--- config.mk ---
export PLATFORM = sky130hd
export DESIGN_NAME = seq_alu
export DESIGN_NICKNAME = d
export VERILOG_FILES = /design/src/rtl/seq_alu_pkg.sv /design/src/rtl/alu_mul_iter.sv /design/src/rtl/seq_alu.sv
export SDC_FILE = /design/constraint.sdc
export NUM_CORES = 1
export LEC_CHECK = 0
export CAP_MARGIN = 30
export CORE_MARGIN = 2
export CORE_UTILIZATION = 38
export DETAILED_ROUTE_END_ITERATION = 8
export SYNTH_ARGS = -nofsm -noshare
export SYNTH_HDL_FRONTEND = slang
export SYNTH_HIERARCHICAL = 1
export SYNTH_SLANG_ARGS = --single-unit
--- constraint.sdc ---
create_clock -name aClock -period 5.7 [get_ports aClock]
set_input_delay 1.71 -clock aClock [delete_from_list [all_inputs] [get_ports aClock]]
set_output_delay 1.71 -clock aClock [all_outputs]
set_load 0.02 [all_outputs]
--- src/rtl/seq_alu_pkg.sv ---
// seq_alu_pkg: shared types for the sequential ALU.
//   alu_op_e    : opcode encodings driven on seq_alu.anOperand
//   alu_flags_t : packed {v,c,n,z} status flags, bit order matches FLAG_* indices
//   alu_state_e : execute-unit FSM states
package seq_alu_pkg;

  typedef enum logic [4:0] {
    OP_MOV  = 5'd0,
    OP_ADD  = 5'd1,
    OP_SUB  = 5'd2,
    OP_AND  = 5'd3,
    OP_OR   = 5'd4,
    OP_NOT  = 5'd5,
    OP_INC  = 5'd6,
    OP_DEC  = 5'd7,
    OP_MUL  = 5'd8,
    OP_MOVU = 5'd9,
    OP_MOVL = 5'd10
  } alu_op_e;

  typedef struct packed {
    logic v;
    logic c;
    logic n;
    logic z;
  } alu_flags_t;

  localparam int FLAG_Z = 0;
  localparam int FLAG_N = 1;
  localparam int FLAG_C = 2;
  localparam int FLAG_V = 3;

  typedef enum logic {
    ST_IDLE     = 1'b0,
    ST_MUL_BUSY = 1'b1
  } alu_state_e;

endpackage

--- src/rtl/alu_mul_iter.sv ---
// alu_mul_iter: iterative shift-add multiplier, one partial product per cycle.
//   clk     : clock
//   rst_n   : synchronous active-low reset, clears all multiplier state
//   start   : load operands and restart the iteration counter
//   en      : advance one iteration (ignored once the final count is reached)
//   a, b    : operands, sampled only on start
//   done    : counter sits at the final iteration
//   product : low WIDTH bits of a*b, valid while done (includes the last partial product)
module alu_mul_iter #(
  parameter int WIDTH = 16
) (
  input  logic             clk,
  input  logic             rst_n,
  input  logic             start,
  input  logic             en,
  input  logic [WIDTH-1:0] a,
  input  logic [WIDTH-1:0] b,
  output logic             done,
  output logic [WIDTH-1:0] product
);

  localparam int CNT_W = $clog2(WIDTH);

  logic [WIDTH-1:0] acc;
  logic [WIDTH-1:0] a_sh;
  logic [WIDTH-1:0] b_sh;
  logic [CNT_W-1:0] cnt;
  logic [WIDTH-1:0] addend;

  // The final partial product is folded in combinationally so the owner can
  // capture the full product on the same edge that completes the count.
  assign addend  = b_sh[0] ? a_sh : '0;
  assign product = acc + addend;
  assign done    = (cnt == CNT_W'(WIDTH - 1));

  always_ff @(posedge clk) begin
    if (!rst_n) begin
      acc  <= '0;
      a_sh <= '0;
      b_sh <= '0;
      cnt  <= '0;
    end else if (start) begin
      acc  <= '0;
      a_sh <= a;
      b_sh <= b;
      cnt  <= '0;
    end else if (en && !done) begin
      acc  <= product;
      a_sh <= a_sh << 1;
      b_sh <= b_sh >> 1;
      cnt  <= cnt + CNT_W'(1);
    end
  end

endmodule

--- src/rtl/seq_alu.sv ---
// seq_alu: handshaked multi-cycle execute unit.
//   aClock      : clock, rising edge
//   aResetN     : synchronous active-low reset
//   anInValid / anInReady   : operation handshake (opcode anOperand, operands aA, aB)
//   anOutValid / anOutReady : result handshake (anOutput, anOutFault, aFlags)
//   aFlags      : {V,C,N,Z}
// Build option: define ALU_FLAGS_EN for registered status flags; otherwise aFlags is 0.
// Single-cycle ops appear one cycle after accept; MUL appears WIDTH cycles after accept.
module seq_alu
  import seq_alu_pkg::*;
#(
  parameter int WIDTH = 16,
  parameter int OP_W  = 5
) (
  input  logic             aClock,
  input  logic             aResetN,
  input  logic             anInValid,
  output logic             anInReady,
  input  logic [OP_W-1:0]  anOperand,
  input  logic [WIDTH-1:0] aA,
  input  logic [WIDTH-1:0] aB,
  output logic             anOutValid,
  input  logic             anOutReady,
  output logic [WIDTH-1:0] anOutput,
  output logic             anOutFault,
  output logic [3:0]       aFlags
);

  localparam int H = WIDTH / 2;

  alu_state_e       state;
  logic             vld_p1;
  logic [WIDTH-1:0] res_p1;
  logic             fault_p1;

  logic             out_free;
  logic             accept;
  logic             consume;
  logic             is_mul;
  logic             load_alu;
  logic             load_mul;
  logic             mul_done;
  logic [WIDTH-1:0] mul_prod;
  logic [WIDTH-1:0] res_c;
  logic             fault_c;

  // Output register is free if empty or being drained on this edge.
  assign out_free  = !vld_p1 || anOutReady;
  assign anInReady = (state == ST_IDLE) && out_free;
  assign accept    = anInValid && anInReady;
  assign consume   = vld_p1 && anOutReady;
  assign is_mul    = (anOperand == OP_MUL);
  assign load_alu  = accept && !is_mul;
  assign load_mul  = (state == ST_MUL_BUSY) && mul_done && out_free;

  alu_mul_iter #(.WIDTH(WIDTH)) u_mul (
    .clk     (aClock),
    .rst_n   (aResetN),
    .start   (accept && is_mul),
    .en      (state == ST_MUL_BUSY),
    .a       (aA),
    .b       (aB),
    .done    (mul_done),
    .product (mul_prod)
  );

  // ---- stage p0: single-cycle datapath ----
  always_comb begin
    res_c   = '0;
    fault_c = 1'b0;
    case (anOperand)
      OP_MOV:  res_c = aA;
      OP_ADD:  res_c = aA + aB;
      OP_SUB:  res_c = aA - aB;
      OP_AND:  res_c = aA & aB;
      OP_OR:   res_c = aA | aB;
      OP_NOT:  res_c = ~aA;
      OP_INC:  res_c = aA + WIDTH'(1);
      OP_DEC:  res_c = aA - WIDTH'(1);
      OP_MUL:  res_c = '0;
      OP_MOVU: res_c = {aB[H-1:0], aA[H-1:0]};
      OP_MOVL: res_c = {aA[WIDTH-1:H], aB[H-1:0]};
      default: fault_c = 1'b1;
    endcase
  end

`ifdef ALU_FLAGS_EN
  alu_flags_t flags_c;
  alu_flags_t flags_p1;

  // Carry/borrow derived from the wrapped result; overflow from sign bits.
  always_comb begin
    flags_c = '0;
    if (!fault_c) begin
      flags_c.z = (res_c == '0);
      flags_c.n = res_c[WIDTH-1];
      case (anOperand)
        OP_ADD: begin
          flags_c.c = (res_c < aA);
          flags_c.v = (aA[WIDTH-1] == aB[WIDTH-1]) && (res_c[WIDTH-1] != aA[WIDTH-1]);
        end
        OP_SUB: begin
          flags_c.c = (aA < aB);
          flags_c.v = (aA[WIDTH-1] != aB[WIDTH-1]) && (res_c[WIDTH-1] != aA[WIDTH-1]);
        end
        OP_INC: begin
          flags_c.c = (aA == '1);
          flags_c.v = !aA[WIDTH-1] && res_c[WIDTH-1];
        end
        OP_DEC: begin
          flags_c.c = (aA == '0);
          flags_c.v = aA[WIDTH-1] && !res_c[WIDTH-1];
        end
        default: ;
      endcase
    end
  end

  always_ff @(posedge aClock) begin
    if (!aResetN) begin
      flags_p1 <= '0;
    end else if (load_alu) begin
      flags_p1 <= flags_c;
    end else if (load_mul) begin
      flags_p1 <= '{v: 1'b0, c: 1'b0, n: mul_prod[WIDTH-1], z: (mul_prod == '0)};
    end
  end

  assign aFlags = flags_p1;
`else
  assign aFlags = '0;
`endif

  // ---- stage p1: FSM and output register ----
  always_ff @(posedge aClock) begin
    if (!aResetN) begin
      state    <= ST_IDLE;
      vld_p1   <= 1'b0;
      res_p1   <= '0;
      fault_p1 <= 1'b0;
    end else begin
      if (consume) vld_p1 <= 1'b0;
      case (state)
        ST_IDLE: begin
          if (accept && is_mul) begin
            state <= ST_MUL_BUSY;
          end else if (load_alu) begin
            vld_p1   <= 1'b1;
            res_p1   <= res_c;
            fault_p1 <= fault_c;
          end
        end
        ST_MUL_BUSY: begin
          // Holds at the final count until the output register can take the product.
          if (load_mul) begin
            state    <= ST_IDLE;
            vld_p1   <= 1'b1;
            res_p1   <= mul_prod;
            fault_p1 <= 1'b0;
          end
        end
        default: state <= ST_IDLE;
      endcase
    end
  end

  assign anOutValid = vld_p1;
  assign anOutput   = res_p1;
  assign anOutFault = fault_p1;

endmodule

==> results.md <==
* Crit Path Category: input port to flip-flop
* Cells after synthesis at 899
* RSZ-0062 raised after global routing: false
* Row count at 46
* Final hold violation count at 0
* Most common cell after layout, fill and taps aside: nand2_1
* Worst-margin pin slew at 1.027 ns
* Post-synth EDFFs at 0
* First drt pass iteration count at 7
* Met3 Usage GRT at 4.921%
* Final Cell Area at 0.007278 mm^2
* CP max stage delay at 0.61 ns
* Crit path depth at 12
* Post-CTS setup buffers at 0
* Crit-path leading delay family: compound AO/OA/AOI/OAI gates
* Worst Skew at 0.006974 ns
* WHS at 0.4526 ns
* Initial antenna violation count at 0
* IO Count at 64
* Worst Setup End Kind: flip-flop
* Clk buf depth at 2
* Fmax at 198.4 MHz
* Setup violators final at 0
* Crit-path most repeated cell: a31oi_1
* Final min period at 5.041 ns
* Antenna Nets Post-Route at 0
* CP bufs+invs at 1
* Fillers at 1,711
* Top FF cell, synth: dfxtp_1
* Dpl hpwl at 15.82 mm
* Ys Warns at 6
* Most frequent cells in the layout: 145 x nand2_1, 121 x a21oi_1, 71 x dfxtp_1
* Slowest-stage cell, CP: or3b_1
* Worst-path fanout max at 15
* Status: complete, no violations
* Vias in the first global route at 5,970
* Via count of the routed design at 6,763
* Sequential area share after synthesis at 22.70%
* Largest net degree at the start of global routing at 67
* Slew Limit Headroom at 31.52%
* Clk slew on worst S/H paths at 0.06 ns
* WP data required at 5.91 ns
* DRC at 0
* Number of cells on the worst reg-to-reg path at 11
* Worst skew pair latency at 0.35 ns
* NumNets Final at 1,006
* Port buffer count at 59
* Multi-input logic area at 0.004501 mm^2
* Layout cells sized above 1 at 5.775%
* P per Cell Area at 191.3 mW/mm^2
* Die Y at 132.4 um
* Final GP Congestion at 0.9688
* Hold path depth at 2
* CTS sink cnt at 71
* Syn Std Cell Area at 0.006261 mm^2
* Htree depth at 3
* Worst setup SP type: input port
* CP cell instances: clkdlybuf4s50_1 -> or3b_1 -> or3_1 -> a31oi_1 -> ha_1 -> a21oi_1 -> and2_1 -> a21boi_0 -> o21ai_0 -> a211oi_1 -> o311ai_0 -> a31oi_1
* CP Data Arrival Time at 5.25 ns
* Maximum vdd drop at 0.1383 mV
* Ant diodes at 0
* Root Driver: clkbuf_16
* Post-DR wirelength/cell at 18.66 um
* Met1 Use GR at 33.67%
* WL final at 21.48 mm
* Die ar. at 0.01752 mm^2
* Final slew viol count at 0
* Mean Syn Cell Area at 6.964 um^2
* Die span in x at 132.4 um
* Area post-placement at 0.007010 mm^2
* Vias per inst at 5.876
* Cell variety after synth at 69
* Total GRT Usage at 24.51%
* First-pass GRT wire length at 33.82 mm
* CTS buffer count at 9
* Hold_buf cts at 0
* Initial Util at 39.13%
* HP Class: flip-flop to flip-flop
* Register area at 0.001421 mm^2
* CTS resizes at 0
* TritonCTS clock tree: done
* Gr busiest metal: met2
* MaxCap Viol Count at 0
* #FFs+latches synth at 71
* Core area at 0.01600 mm^2
* Leakage at 2.666 nW
* Total grt overflow at 0
* Setup_tns at 0 ns
* DR iter-0 viols at 655
* Final worst-path cycle share at 88.44%
* Async set or reset register ratio after synthesis at 0%
* Area grow syn2layout at 16.25%
* Routing usage on met2 at 37.05%
## path summary, 6_finish.rpt
kind / start / to / slack [ns]
setup / recovery: anOperand[3] / anOutput[7] / 0.66
hold / removal: anOutput[2] / anOutput[2] / 0.45
setup reg to reg: u_mul/b_sh[0] / anOutput[12] / 2.47
hold reg to reg: anOutput[2] / anOutput[2] / 0.45
## cell usage after synthesis (4+ instances only)
cell type  number  area [um^2]
nand2_1       145        544.3
a21oi_1       121        605.6
dfxtp_1        71         1421
nor2_1         52        195.2
o21ai_0        50        250.2
clkbuf_1       44        165.2
nor2b_1        41        256.5
ha_1           33        412.9
nor3_1         25        125.1
xnor2_1        24        210.2
and2_1         23        143.9
nand3_1        20        100.1
a31oi_1        18        112.6
inv_1          15        56.30
or3_1          15        93.84
nand2b_1       14        87.58
a21o_1         13        97.59
xor2_1         12        105.1
o211ai_1       11        82.58
a221oi_1       10        87.58
a22oi_1        10        75.07
nand4_1        10        62.56
buf_2           8        40.04
mux2i_1         8        80.08
nor4_1          8        50.05
and3_1          6        37.54
a211oi_1        5        37.54
buf_1           5        18.77
o21a_1          5        37.54
o22ai_1         5        31.28
or4_1           5        37.54
a32oi_1         4        35.03
buf_4           4        30.03
o221ai_1        4        35.03
## worst register-to-register path: cells and delay by family, from the launching register on
kind,cells,cell delay (ns)
AO/OA/AOI/OAI,5,1.10
XOR/XNOR,1,0.14
adder cells (fa/ha/maj),2,0.61
flip-flops,1,0.49
AND/OR/NAND/NOR,3,0.76
## routing by layer
| metal | routed length [um] | vias to the layer above |
|---|---|---|
| li1 | - | 3282 |
| met1 | 9618 | 3172 |
| met2 | 9551 | 269 |
| met3 | 1589 | 40 |
| met4 | 718 | 0 |
| met5 | 0 | - |
## report_power, final
| part | switching (mW) | internal (mW) | total (mW) |
|---|---|---|---|
| Combinational | 0.215 | 0.139 | 0.354 |
| Clock | 0.232 | 0.295 | 0.526 |
| Sequential | 0.00609 | 0.506 | 0.512 |
## final cells by class
| class | instances | area share (%) |
|---|---|---|
| clock inverter | 5 | 0.4813 |
| multi-input combinational | 750 | 61.84 |
| timing repair buffer | 82 | 10.42 |
| tap | 216 | 3.713 |
| sequential | 71 | 19.53 |
| clock buffer | 11 | 3.198 |
| inverter | 16 | 0.8252 |
## metrics by stage
stage | utilization, % | power, mW | setup slack (ns) | cells
3_3_place_gp | 43.81 | 0.8699 | 0.3869 | 1135
6_report | 45.49 | 1.393 | 0.6588 | 1151
3_5_place_dp | 43.81 | 0.8680 | 0.3281 | 1135
4_1_cts | 45.49 | 1.395 | 0.6836 | 1151
5_1_grt | 45.49 | 1.453 | 0.3323 | 1151
2_1_floorplan | - | 0.7330 | 1.015 | 902
## sequential cells by signal, summed over array words and instances (netlist names)
register    count
anOutFault      1
anOutValid      1
anOutput       16
state           1
u_mul/a_sh     16
u_mul/acc      16
u_mul/b_sh     16
u_mul/cnt       4
## kinds of logic after synthesis
family	count (synthesis)	synth area share, %
buf+inv	81	5.635
flops	71	22.70
other cells	1	0.05989
compound gates	282	27.56
xor+xnor	36	5.036
mux	11	1.819
fa+ha+maj	35	7.234
simple gates	382	29.96
No activity file was read; power rests on OpenSTA's default activity.
==> RTL change: new RTL, same flow settings <==
Add a define of `ALU_FLAGS_EN`.
--- a/src/rtl/seq_alu.sv
+++ b/src/rtl/seq_alu.sv
@@ -6,6 +6,8 @@
 //   aFlags      : {V,C,N,Z}
 // Build option: define ALU_FLAGS_EN for registered status flags; otherwise aFlags is 0.
 // Single-cycle ops appear one cycle after accept; MUL appears WIDTH cycles after accept.
+`define ALU_FLAGS_EN
+
 module seq_alu
   import seq_alu_pkg::*;
 #(
Check against the original RTL: not equivalent (Yosys sat finds a counterexample within 4 cycles, from zero or initial values and one cycle with aResetN low).
==> RTL change against the original RTL <==
Count of clock-buffer cells in the layout is 2 lower. Maximum frequency is 9.3% lower. Clock skew is 2.7 ps higher. Combinational power is 77% higher. Setup slack worse by 520 ps. Area after synthesis is 31% higher. Core utilization is 4.5 points higher. Die area is 30% higher. Design area is 45% higher. Largest power group is now combinational logic. Wire length is 37% higher. First-iteration DRC count is 7.0% higher. Sequential cell count is 4 higher. Total power is 26% higher.
==> RTL change: results <==
set metrics [dict create \
    synth-seq-area-share_pct 18.37 \
    gp_congestion 0.9613 \
    final.fill_count 2107 \
    place_hpwl_mm 23.07 \
    synth_cell_types 90 \
    synth_nets 1249 \
    grt_pass1_wl_mm 44.44 \
    clk_pin_slew_ps 70 \
    netlist_instances 1109 \
    finalNonFillerCells 1565 \
    ys_top_cells_by_area "dfxtp_1 (18%), ha_1 (15%), a21oi_1 (8.4%)" \
    drive_above_1_share_pct 17.67 \
    outcome "complete, no violations" \
    irDropWorstVdd_mv 0.1773 \
    hold_buffers 0 \
    crit_arrival_ps 5830 \
    first_global_vias 7925 \
    wirelength_mm 29.44 \
    finClkSkew_ps 9.654 \
    post-place-cells 1544 \
    ys_top_cells_by_count "nand2_1 (142), a21oi_1 (137), ha_1 (96)" \
    first_pass_iters 5 \
    pg_comb_uw 625 \
    critPathLaunch "anOperand[4]" \
    crit_path_top_delay_cell "or4_1" \
    numPortBuffers 63 \
    p_sw_uw 594.2 \
    fin_nets 1426 \
    cts_buffers 9 \
    p_leak_uw 0.004425 \
    drt_iter0_markers 701 \
    max_stage_delay_ps 510 \
    rr_startpoint "u_mul/b_sh[0]" \
    combPwrFrac_pct 35.6 \
    grt_use_total_pct 25.54 \
    tightestPinTransition_ps 730.7 \
    vias_per_cell 5.662 \
    grt_max_degree 59 \
    hp-start "anOutput[12]" \
    cp_max_fo 8 \
    clkPwrFrac_pct 33.7 \
]
[RTL change: metrics by stage]
step,area (um2),setup TNS [ps],setup slack [ps]
after floorplan,8178,0,25.41
after global placement,10030,-1051,-491.6
after detailed placement,10030,-1033,-459.8
after CTS,10350,-6.831,-6.831
after global routing,10540,-7.638,-5.901
final,10540,0,141.0
[RTL change: worst max-delay path, delay by kind of cell]
family                   cells  cell delay, ps
AO/OA/AOI/OAI                6            1130
adder cells (fa/ha/maj)      1             320
buffers and inverters        4             910
AND/OR/NAND/NOR              5            1780
[RTL change: cell families (layout without fill, tap and decap cells)]
group,after synthesis,after routing,share of synthesized area [%]
AND/OR/NAND/NOR,446,446,27.81
AO/OA/AOI/OAI,321,321,25.77
buffers and inverters,108,289,5.926
adder cells (fa/ha/maj),99,99,15.43
flip-flops,75,75,18.37
XOR/XNOR,45,45,4.823
multiplexers,15,15,1.868
[RTL change: per-layer routing]
layer / vias to the layer above / wire [um] / global-route usage [%]
li1: 4364 / - / -
met1: 4179 / 13610 / 35.48
met2: 287 / 13420 / 41.41
met3: 31 / 1760 / 3.424
met4: 0 / 654 / 7.056
met5: - / 0 / 0
[RTL change: layout make-up]
class,instances,share of cell area [%]
inverter,52,1.851
timing repair buffer,222,17.73
multi-input combinational,926,60.16
tap,275,3.263
sequential,75,14.24
clock inverter,6,0.6171
clock buffer,9,2.136
[RTL change: worst paths after layout]
check        cells after the start  slack, ps           end
max                             16        140     aFlags[0]
min                              2        450  anOutput[12]
max reg2reg                     13       2050     aFlags[0]
min reg2reg                      2        450  anOutput[12]
[RTL change: timing repair]
item | 4_1_cts | 5_1_grt
cloned | 0 | 0
endpoints found under the setup margin | 1 | 3
pin swaps | 0 | 15
resized for setup | 6 | 31
buffers inserted | 0 | 5
